===== src/rtl/rgb_channel_ctrl.sv =====
// Shared encoder/button front end for the RGB mixer: sync, quadrature decode,
// button debounce, channel-select FSM and the three channel registers.
module rgb_channel_ctrl #(
  parameter int DEBOUNCE_CYCLES = 16,
  parameter int LONG_CYCLES     = 1000,
  parameter bit SATURATE        = 1
) (
  input  logic       clk,
  input  logic       reset,
  input  logic       a,
  input  logic       b,
  input  logic       btn,
  output logic [7:0] red,
  output logic [7:0] green,
  output logic [7:0] blue,
  output logic [2:0] sel,
  output logic       changed,
  output logic       glitch
);
  localparam int DW = (DEBOUNCE_CYCLES > 2) ? $clog2(DEBOUNCE_CYCLES) : 1;
  localparam int HW = $clog2(LONG_CYCLES);

  localparam logic [1:0] S_IDLE = 2'd0;
  localparam logic [1:0] S_HELD = 2'd1;
  localparam logic [1:0] S_LONG = 2'd2;

  logic [1:0]    a_s, b_s, btn_s;
  logic          pa, pb;
  logic          db;
  logic [DW-1:0] dcnt;
  logic [1:0]    state;
  logic [HW-1:0] hcnt;
  logic [7:0]    ch     [3];
  logic [7:0]    ch_nxt [3];

  logic a_edge, b_edge, ab_diff, inc, dec, clr, adv, chg;

  assign red   = ch[0];
  assign green = ch[1];
  assign blue  = ch[2];

  // Full Gray decode: each legal single-pin transition is one step, so a
  // complete quadrature cycle yields four steps in one direction.
  always_comb begin
    a_edge  = a_s[1] ^ pa;
    b_edge  = b_s[1] ^ pb;
    ab_diff = a_s[1] ^ b_s[1];
    inc     = (a_edge & ~b_edge & ab_diff) | (b_edge & ~a_edge & ~ab_diff);
    dec     = (b_edge & ~a_edge & ab_diff) | (a_edge & ~b_edge & ~ab_diff);
    // Hold counter starts one cycle after the debounced rise.
    clr     = (state == S_HELD) && db && (hcnt == HW'(LONG_CYCLES - 2));
    adv     = (state == S_HELD) && !db;
  end

  // Clear and step both target the current sel; the clear takes priority.
  always_comb begin
    chg = 1'b0;
    for (int i = 0; i < 3; i++) begin
      ch_nxt[i] = ch[i];
      if (sel[i]) begin
        if (clr)
          ch_nxt[i] = 8'd0;
        else if (inc)
          ch_nxt[i] = (SATURATE && ch[i] == 8'hff) ? ch[i] : ch[i] + 8'd1;
        else if (dec)
          ch_nxt[i] = (SATURATE && ch[i] == 8'h00) ? ch[i] : ch[i] - 8'd1;
      end
      chg = chg | (ch_nxt[i] != ch[i]);
    end
  end

  always_ff @(posedge clk) begin
    if (!reset) begin
      a_s     <= '0;
      b_s     <= '0;
      btn_s   <= '0;
      pa      <= 1'b0;
      pb      <= 1'b0;
      db      <= 1'b0;
      dcnt    <= '0;
      state   <= S_IDLE;
      hcnt    <= '0;
      sel     <= 3'b001;
      changed <= 1'b0;
      glitch  <= 1'b0;
      for (int i = 0; i < 3; i++) ch[i] <= 8'd0;
    end else begin
      a_s     <= {a_s[0], a};
      b_s     <= {b_s[0], b};
      btn_s   <= {btn_s[0], btn};
      pa      <= a_s[1];
      pb      <= b_s[1];
      changed <= chg;
      glitch  <= a_edge & b_edge;
      for (int i = 0; i < 3; i++) ch[i] <= ch_nxt[i];

      if (btn_s[1] != db) begin
        if (dcnt == DW'(DEBOUNCE_CYCLES - 1)) begin
          db   <= btn_s[1];
          dcnt <= '0;
        end else begin
          dcnt <= dcnt + DW'(1);
        end
      end else begin
        dcnt <= '0;
      end

      if (adv) sel <= {sel[1:0], sel[2]};

      case (state)
        S_IDLE: if (db) begin
          state <= S_HELD;
          hcnt  <= '0;
        end
        S_HELD: begin
          if (!db)      state <= S_IDLE;
          else if (clr) state <= S_LONG;
          else          hcnt  <= hcnt + HW'(1);
        end
        S_LONG: if (!db) state <= S_IDLE;
        default: state <= S_IDLE;
      endcase
    end
  end
endmodule


===== config.mk =====
export PLATFORM = sky130hd
export DESIGN_NAME = rgb_channel_ctrl
export DESIGN_NICKNAME = d
export VERILOG_FILES = /design/src/rtl/rgb_channel_ctrl.sv
export SDC_FILE = /design/constraint.sdc
export NUM_CORES = 1
export LEC_CHECK = 0
export BUFFER_PORTS_ARGS = -buffer_cell sky130_fd_sc_hd__buf_2
export CORE_ASPECT_RATIO = 0.5
export CORE_UTILIZATION = 61
export CTS_CLUSTER_DIAMETER = 200
export DETAILED_ROUTE_END_ITERATION = 12
export GPL_TIMING_DRIVEN = 0
export PLACE_DENSITY_LB_ADDON = 0.2
export SKIP_CTS_REPAIR_TIMING = 1
export SYNTH_ARGS = -nofsm -noshare
export SYNTH_HDL_FRONTEND = slang
export SYNTH_SLANG_ARGS = --single-unit

===== constraint.sdc =====
create_clock -name clk -period 3 [get_ports clk]
set_input_delay 0.3 -clock clk [delete_from_list [all_inputs] [get_ports clk]]
set_output_delay 0.3 -clock clk [all_outputs]
set_load 0.05 [all_outputs]

==> reports/results.tsv, run 1 <==
stage	metric	value	unit
floorplan	ios	34	
yosys	yosysWarnings	0	
yosys	synthTopCellsByCount	nor2_1 (61), dfxtp_1 (54), nand2_1 (36)	
setup_path	r2r_slack	70	ps
hold_path	hp-start	b	
cells_and_area	num-fill-cells	541	
timing	fmax	341	MHz
setup_path	path_class	reg -> reg	
setup_path	startpoint_type	register	
setup_path	worst_ep_arrival_time	3160	ps
clocking	cts_tree	yes	
power_and_ir_drop	p_leak	1.69	nW
place	postPlaceCellArea	0.00430	mm^2
place	io_buffer_count	33	
yosys	postSynthCellCount	522	
yosys	synth.avg_cell_area	7.71	um^2
place	dp_cells	643	
cells_and_area	utilization	71.9	%
outcome	status	finished, final reports clean	
setup_path	path_max_fanout	10	
timing	rsz0062_at_grt	no	
floorplan	start_util	64.9	%
timing	fin_skew	9.94	ps
grt	grt_max_degree	18	
yosys	syn-num-nets	539	
clocking	root_buffer	clkbuf_16	
drt	viasPerCell	6.63	
grt	grt_overflow	0	
drt	first_pass_iters	6	
floorplan	fp.dieW	117	um
hold_path	hold_depth	2	
floorplan	die_area	0.00695	mm^2
clocking	insertion_delay	310	ps
cells_and_area	regArea	0.00108	mm^2
floorplan	core_area	0.00621	mm^2
grt	antenna_found_initial	0	
timing	setup_viol	0	
yosys	synth_cell_types	78	
grt	grt_pass1_wl	18400	um
hold_path	hold_path_class	in -> reg	
cells_and_area	fin_cells	651	
timing	finalHoldViolations	0	
yosys	async_flop_share	0	%
yosys	ys_seq_elements	54	
yosys	synth_largest_area_cell	dfxtp_1	
setup_path	timing.rr.start	db	
place	gp_congestion	0.975	
yosys	synth_area_leaders	dfxtp_1 (27%), nor2_1 (5.7%), a21oi_1 (4.0%), ha_1 (3.7%), mux2i_1 (3.5%)	
drt	drt_iter0_drc	649	
yosys	synth_top_area_share	26.9	%
grt	grt_pass1_vias	3718	
clocking	cts_buffers	5	
yosys	synth_top_family_by_area	simple AND/OR/NAND/NOR gates	
floorplan	num_rows	20	
timing	fin_tns_setup	0	ps
clocking	cts_buffer_depth	2	
timing	final-max-slew-violation-count	0	
drt	avgRoutedWirePerCell	18.3	um
power_and_ir_drop	ir_drop	0.000332	V
timing	period_needed	2930	ps
clocking	path_clk_slew	80	ps
drt	vias	4319	
cells_and_area	num_antenna_cells	0	
clocking	htree_levels	2	
cells_and_area	syn_to_final_growth	10.9	%
place	dp_hpwl	8550	um
yosys	synth-xor-area-share	5.13	%
yosys	synthMuxAreaShare	3.48	%
setup_path	timing.rr.end	changed	
yosys	synth-edff-count	0	
yosys	synthSimpleGateAreaFrac	28.2	%
drt	ant_nets	0	
grt	grt_usage	35.2	%
timing	timing.slew.headroom	33.4	%
cells_and_area	finalInstanceArea	0.00446	mm^2
power_and_ir_drop	total_power	1.79	mW
floorplan	die-height	59.4	um
yosys	syn-cell-area	0.00403	mm^2
setup_path	end_kind	register	
cells_and_area	layout.nets	579	
drt	routed_wl	11900	um
setup_path	r2r_cells	8	
cells_and_area	drive_gt1_share	12.1	%
yosys	seq_area_frac_synth	26.9	%
power_and_ir_drop	power_density	400	mW/mm^2
run	maxCapViolCount	0	
clocking	clock-sinks	54	
hold_path	hold_end	b_s[0]	
cells_and_area	multiInputGateArea	0.00272	mm^2
yosys	synthAdderAreaFrac	3.73	%
timing	tightest_slew	986	ps
drt	drc	0	
yosys	synth_compound_area_share	26.8	%
yosys	synth.most_common_cell	nor2_1	
setup_path	cp.required	3230	ps
timing	finalCritPeriodShare	97.8	%
yosys	synth_ff_type	dfxtp_1	
area by class of cell:
class	instances	share of cell area, %
clock buffers	6	3.11
flip-flops and latches	54	24.2
multi-input cells	414	60.9
clock inverters	2	0.364
repair buffers	33	3.70
well taps	88	2.47
inverters	21	1.77
plain buffers	33	3.48
per-layer routing:
layer	up-vias	global-route usage [%]	share of wire, %
met5	-	1.48	0
met4	0	7.23	1.5
met3	33	11.1	12
met2	259	53.5	42
met1	2014	48.8	44
li1	2013	-	-
per-stage QoR:
stage                     setup slack [ps]  hold slack (ps)
after floorplan                        454              412
after global placement                 238              413
after detailed placement               245              421
after CTS                              197              204
after global routing                  9.89              210
final                                 65.9              203
cell families (layout without fill, tap and decap cells):
family	count (synthesis)	after routing
compound gates	151	151
buf+inv	54	95
xor+xnor	21	21
simple gates	216	216
flops	54	54
mux	14	14
fa+ha+maj	12	12
sequential cells by signal (all words and copies together), names as in the netlist, 2 cells and up:
name / cells
sel: 3
ch: 24
dcnt: 4
b_s: 2
state: 2
btn_s: 2
a_s: 2
hcnt: 10
placed cells by master, fill, tap and decap left out, drive strengths merged, types with 11 or more instances in the layout:
master / synthesis / layout
clkbuf: 26 / 32
o211ai: 14 / 14
buf: 7 / 40
ha: 12 / 12
dfxtp: 54 / 54
nand2: 36 / 36
o21ai: 31 / 31
a21oi: 32 / 32
xor2: 11 / 11
inv: 18 / 19
nor3: 15 / 15
nand3: 25 / 25
nor2: 62 / 62
and2: 12 / 12
nand4: 11 / 11
mux2i: 14 / 14
worst max-delay path: stages, from the launching register on:
cell	delay (ps)
dfxtp_1	310
clkbuf_1	300
nand3b_1	220
nor4_2	760
clkbuf_1	560
o211ai_1	210
o2111ai_1	180
nor4_1	130
a41oi_2	180
worst max path at each step:
stage / start / endpoint / slack [ps] / cells past startpoint
final: db / changed / 70 / 8
after global routing: db / changed / 10 / 8
after CTS: db / changed / 200 / 8
after detailed placement: db / changed / 250 / 8
after global placement: db / changed / 240 / 8
after floorplan: ch[0][17] / changed / 450 / 9
power breakdown:
part	internal [mW]	switching, mW
Clock	0.336	0.291
Combinational	0.142	0.256
Sequential	0.737	0.0225
Total	1.22	0.570
Power figures use the tool's default switching activity.
==> inputs of run 2 (changes only) <==
- REMOVE_ABC_BUFFERS: default -> 1
==> run 2 against run 1 <==
  * Maximum frequency increased by 2.5%
  * Via count fell by 4.2%
  * Largest cell class unchanged
  * Total power rose by 2.5%
  * First-iteration DRC count is 22% lower
  * Worst setup slack improved by 73 ps
  * Largest power group unchanged
  * Highest routed layer unchanged
  * Register-to-register slack better by 70 ps
==> reports/results.tsv, run 2 (synthesis results as in run 1) <==
stage	metric	value	unit
drt	avgRoutedWirePerCell	17.3	um
power_and_ir_drop	p_leak	1.68	nW
place	postPlaceCellArea	0.00415	mm^2
grt	grt_overflow	0	
cells_and_area	multiInputGateArea	0.00279	mm^2
place	dp_hpwl	7210	um
floorplan	die_area	0.00695	mm^2
cells_and_area	layout_common_cells	nor2_1 (60), dfxtp_1 (54), nand2_1 (35)	
timing	fmax	350	MHz
cells_and_area	layout_commonest_cell	nor2_1	
setup_path	path_buf_inv	0	
timing	fin_skew	10.1	ps
setup_path	startpoint_type	register	
timing	period_needed	2860	ps
timing	rsz0062_at_grt	no	
floorplan	start_util	64.9	%
drt	drc	0	
setup_path	crit_chain	xor2_2, nor2_1, a211o_1, o21ai_0, o2111ai_1, nor4_1, a41oi_2	
setup_path	cp_slowest_stage_delay	520	ps
power_and_ir_drop	ir_drop	0.000278	V
clocking	root_buffer	clkbuf_16	
run	maxCapViolCount	0	
grt	grt_max_degree	32	
timing	fin_hold_ws	202	ps
clocking	insertion_delay	310	ps
floorplan	num_rows	20	
cells_and_area	regArea	0.00108	mm^2
setup_path	cp_slowest_cell	dfxtp_1	
cells_and_area	finalInstanceArea	0.00442	mm^2
drt	drt_iter0_drc	508	
setup_path	path_class	reg -> reg	
grt	grt_pass1_wl	17300	um
cells_and_area	drive_gt1_share	12.8	%
setup_path	cp.required	3120	ps
floorplan	fp.dieW	117	um
setup_path	worst_ep_arrival_time	2990	ps
floorplan	core_area	0.00621	mm^2
grt	grt_usage	32.4	%
timing	finalCritPeriodShare	95.4	%
drt	routed_wl	10800	um
grt	antenna_found_initial	0	
clocking	cts_tree	yes	
floorplan	ios	34	
timing	finalHoldViolations	0	
cells_and_area	top_regs	ch: 24 flops, hcnt: 10 flops, dcnt: 4 flops	
timing	setup_viol	0	
clocking	path_clk_slew	80	ps
hold_path	hold_path_class	in -> reg	
setup_path	end_kind	register	
place	gp_congestion	0.950	
setup_path	path_max_fanout	8	
power_and_ir_drop	total_power	1.83	mW
clocking	cts_buffers	5	
cells_and_area	syn_to_final_growth	9.73	%
cells_and_area	num_antenna_cells	0	
clocking	cts_buffer_depth	2	
cells_and_area	layout.nets	549	
clocking	htree_levels	2	
timing	tightest_slew	1130	ps
floorplan	die-height	59.4	um
drt	first_pass_iters	5	
timing	timing.slew.headroom	24.3	%
drt	viasPerCell	6.66	
clocking	clock-sinks	54	
setup_path	cp_top_family	compound AO/OA/AOI/OAI gates	
cells_and_area	largest_reg_flops	24	
power_and_ir_drop	power_density	414	mW/mm^2
cells_and_area	top_register	ch	
drt	vias	4137	
grt	grt_pass1_vias	3531	
drt	ant_nets	0	
cells_and_area	num-fill-cells	511	
place	io_buffer_count	33	
timing	final-max-slew-violation-count	0	
outcome	status	finished, final reports clean	
## run 2: per-stage QoR
step	util, %	instances	TNS (ps)	setup slack, ps
6_report	71.2	621	0	139
4_1_cts	69.7	618	-311	-311
3_3_place_gp	66.8	610	-645	-645
5_1_grt	71.2	621	0	3.66
3_5_place_dp	66.9	610	-217	-217
2_1_floorplan	-	489	0	300
## run 2: worst reg2reg max path: cells and delay by family (launching register included)
kind | cells | cell delay, ps
compound gates | 4 | 1080
simple gates | 2 | 560
flops | 1 | 520
xor+xnor | 1 | 530
## run 2: metal layers
metal  track usage (%)  up-vias  part of all wire, %
met1              47.4     1909                   46
met2              47.2      239                   42
li1                  -     1964                    -
met4              8.68        0                  1.4
met3              7.77       25                   11
met5                 0        -                    0
## run 2: final cells by class
class | instances | area share [%]
clock buffers | 5 | 2.83
clock inverters | 3 | 1.08
repair buffers | 36 | 4.25
multi-input cells | 414 | 63.1
flip-flops and latches | 54 | 24.5
well taps | 88 | 2.49
inverters | 21 | 1.78
## run 2: worst paths after layout
check	startpoint	endpoint	slack (ps)	depth (start not counted)
worst min-delay path	b	b_s[0]	200	2
worst max register to register	pb	changed	140	7
worst min register to register	a_s[0]	a_s[1]	440	1
worst max-delay path	pb	changed	140	7
## run 2: power breakdown
group | total, mW | leakage [nW] | switching [mW] | internal (mW)
combinational | 0.357 | 1.16 | 0.232 | 0.126
sequential | 0.777 | 0.438 | 0.0397 | 0.737
clock | 0.696 | 0.0848 | 0.295 | 0.401
==> inputs of run 3 (changes only) <==
- CORE_ASPECT_RATIO: 0.5 -> 0.7
- CORE_MARGIN: default -> 2
- MAX_ROUTING_LAYER: default -> met4
==> run 3 against run 2 <==
  * Clock skew decreased by 3.5 ps
  * Maximum frequency is 1.6% higher
  * First-iteration DRC count decreased by 8.7%
  * Combinational power is 2% higher
  * Non-clock buffer count increased by 2
  * Sequential power grew 0.8%
  * Utilization shrank 2.0 points
  * Global-route usage increased by 0.16 points
  * Cell count is 1.3% lower
  * Worst setup slack better by 46 ps
  * Worst hold slack got worse by 6.2 ps
  * Highest routed layer unchanged
==> reports/results.tsv, run 3 (synthesis results as in run 1) <==
stage	metric	value	unit
timing	fin_skew	6.63	ps
drt	avgRoutedWirePerCell	18.9	um
timing	finalWorstSetupSlack	185	ps
clocking	insertion_delay	310	ps
power_and_ir_drop	p_leak	1.66	nW
floorplan	die-height	72.0	um
place	io_buffer_count	33	
cells_and_area	finalInstanceArea	0.00436	mm^2
power_and_ir_drop	total_power	1.65	mW
drt	vias	4196	
grt	grt_pass1_wl	18400	um
timing	timing.slew.headroom	21.5	%
clocking	cts_tree	yes	
floorplan	die_area	0.00727	mm^2
drt	drc	0	
setup_path	cp_slowest_stage_delay	600	ps
cells_and_area	largest_reg_flops	24	
grt	antenna_found_initial	0	
grt	grt_usage	32.6	%
cells_and_area	drive_gt1_share	12.9	%
timing	finalHoldViolations	0	
setup_path	path_max_fanout	23	
floorplan	ios	34	
cells_and_area	num_antenna_cells	0	
drt	first_pass_iters	8	
timing	final-max-slew-violation-count	0	
place	postPlaceCellArea	0.00416	mm^2
setup_path	r2r_slack	190	ps
place	dp_cells	601	
setup_path	crit_top_cell	o2111ai_1	
setup_path	path_class	reg -> reg	
cells_and_area	top_regs	ch: 24 flops, hcnt: 10 flops, dcnt: 4 flops	
drt	routed_wl	11600	um
floorplan	fp.dieW	101	um
run	maxCapViolCount	0	
timing	fmax	355	MHz
timing	fin_hold_ws	195	ps
clocking	cts_buffer_depth	2	
grt	grt_overflow	0	
clocking	htree_levels	2	
setup_path	startpoint_type	register	
timing	finalCritPeriodShare	93.8	%
floorplan	num_rows	24	
place	dp_hpwl	7910	um
cells_and_area	fin_cells	613	
hold_path	hold_end	b_s[0]	
drt	drt_iter0_drc	464	
clocking	path_clk_slew	100	ps
cells_and_area	top_register	ch	
setup_path	cp_slowest_cell	xnor2_4	
grt	grt_pass1_vias	3724	
hold_path	hold_depth	2	
cells_and_area	layout.nets	551	
power_and_ir_drop	power_density	378	mW/mm^2
drt	ant_nets	0	
timing	period_needed	2810	ps
hold_path	hp-start	b	
timing	tightest_slew	1180	ps
timing	rsz0062_at_grt	no	
power_and_ir_drop	ir_drop	0.000271	V
cells_and_area	syn_to_final_growth	8.39	%
setup_path	cp.required	3140	ps
place	pre_cts_slack	-65.8	ps
setup_path	timing.rr.start	pb	
hold_path	hold_path_class	in -> reg	
clocking	cts_buffers	5	
setup_path	worst_ep_arrival_time	2950	ps
cells_and_area	layout_common_cells	nor2_1 (60), dfxtp_1 (54), nand2_1 (35)	
clocking	clock-sinks	54	
place	gp_congestion	0.971	
grt	grt_max_degree	32	
cells_and_area	layout_commonest_cell	nor2_1	
setup_path	crit_chain	xnor2_4, nor2_4, a211o_1, o2111ai_1, o2111ai_1, a2111oi_4, a41oi_2	
setup_path	r2r_cells	7	
clocking	root_buffer	clkbuf_8	
floorplan	core_area	0.00631	mm^2
drt	viasPerCell	6.85	
setup_path	timing.rr.end	changed	
timing	setup_viol	0	
floorplan	start_util	63.8	%
setup_path	end_kind	register	
outcome	status	finished, final reports clean	
## run 3: worst max-delay path: cells and delay by family (launching register included)
kind            cells  cell delay, ps
flops               1             440
simple gates        1             250
xor+xnor            1             600
compound gates      5            1340
## run 3: metrics by stage
stage	utilization, %	setup TNS, ps
3_5_place_dp	66.0	-65.8
4_1_cts	67.7	-114
2_1_floorplan	-	0
3_3_place_gp	65.5	-788
5_1_grt	69.2	0
6_report	69.2	0
## run 3: area by class of cell
| cell class | count | area (um^2) |
|---|---|---|
| Clock buffer | 6 | 72.6 |
| Clock inverter | 2 | 37.5 |
| Fill cell | 550 | 1940 |
| Inverter | 21 | 78.8 |
| Multi-Input combinational cell | 414 | 2790 |
| Sequential cell | 54 | 1080 |
| Tap cell | 78 | 97.6 |
| Timing Repair Buffer | 38 | 206 |
## run 3: routing by layer
layer  vias to the layer above  global-route usage, %  part of all wire [%]
met2                       265                   46.3                    43
met1                      1948                   46.4                    44
met5                         -                      -                     0
li1                       1961                      -                     -
met4                         0                   10.8                   1.3
met3                        22                   6.65                    12
## run 3: report_power, final
| part | leakage [nW] | switching, mW | internal, mW |
|---|---|---|---|
| Sequential | 0.438 | 0.0457 | 0.737 |
| Clock | 0.0514 | 0.253 | 0.250 |
| Combinational | 1.17 | 0.233 | 0.131 |
## run 3: how the worst max path moves through the flow
stage	start	endpoint	slack, ps	cells after the start
final	pb	changed	190	7
after detailed placement	b_s[1]	changed	-70	7
after floorplan	pb	changed	300	7
after CTS	b_s[1]	changed	-110	7
after global placement	pb	changed	-740	7
after global routing	sel[1]	changed	10	7
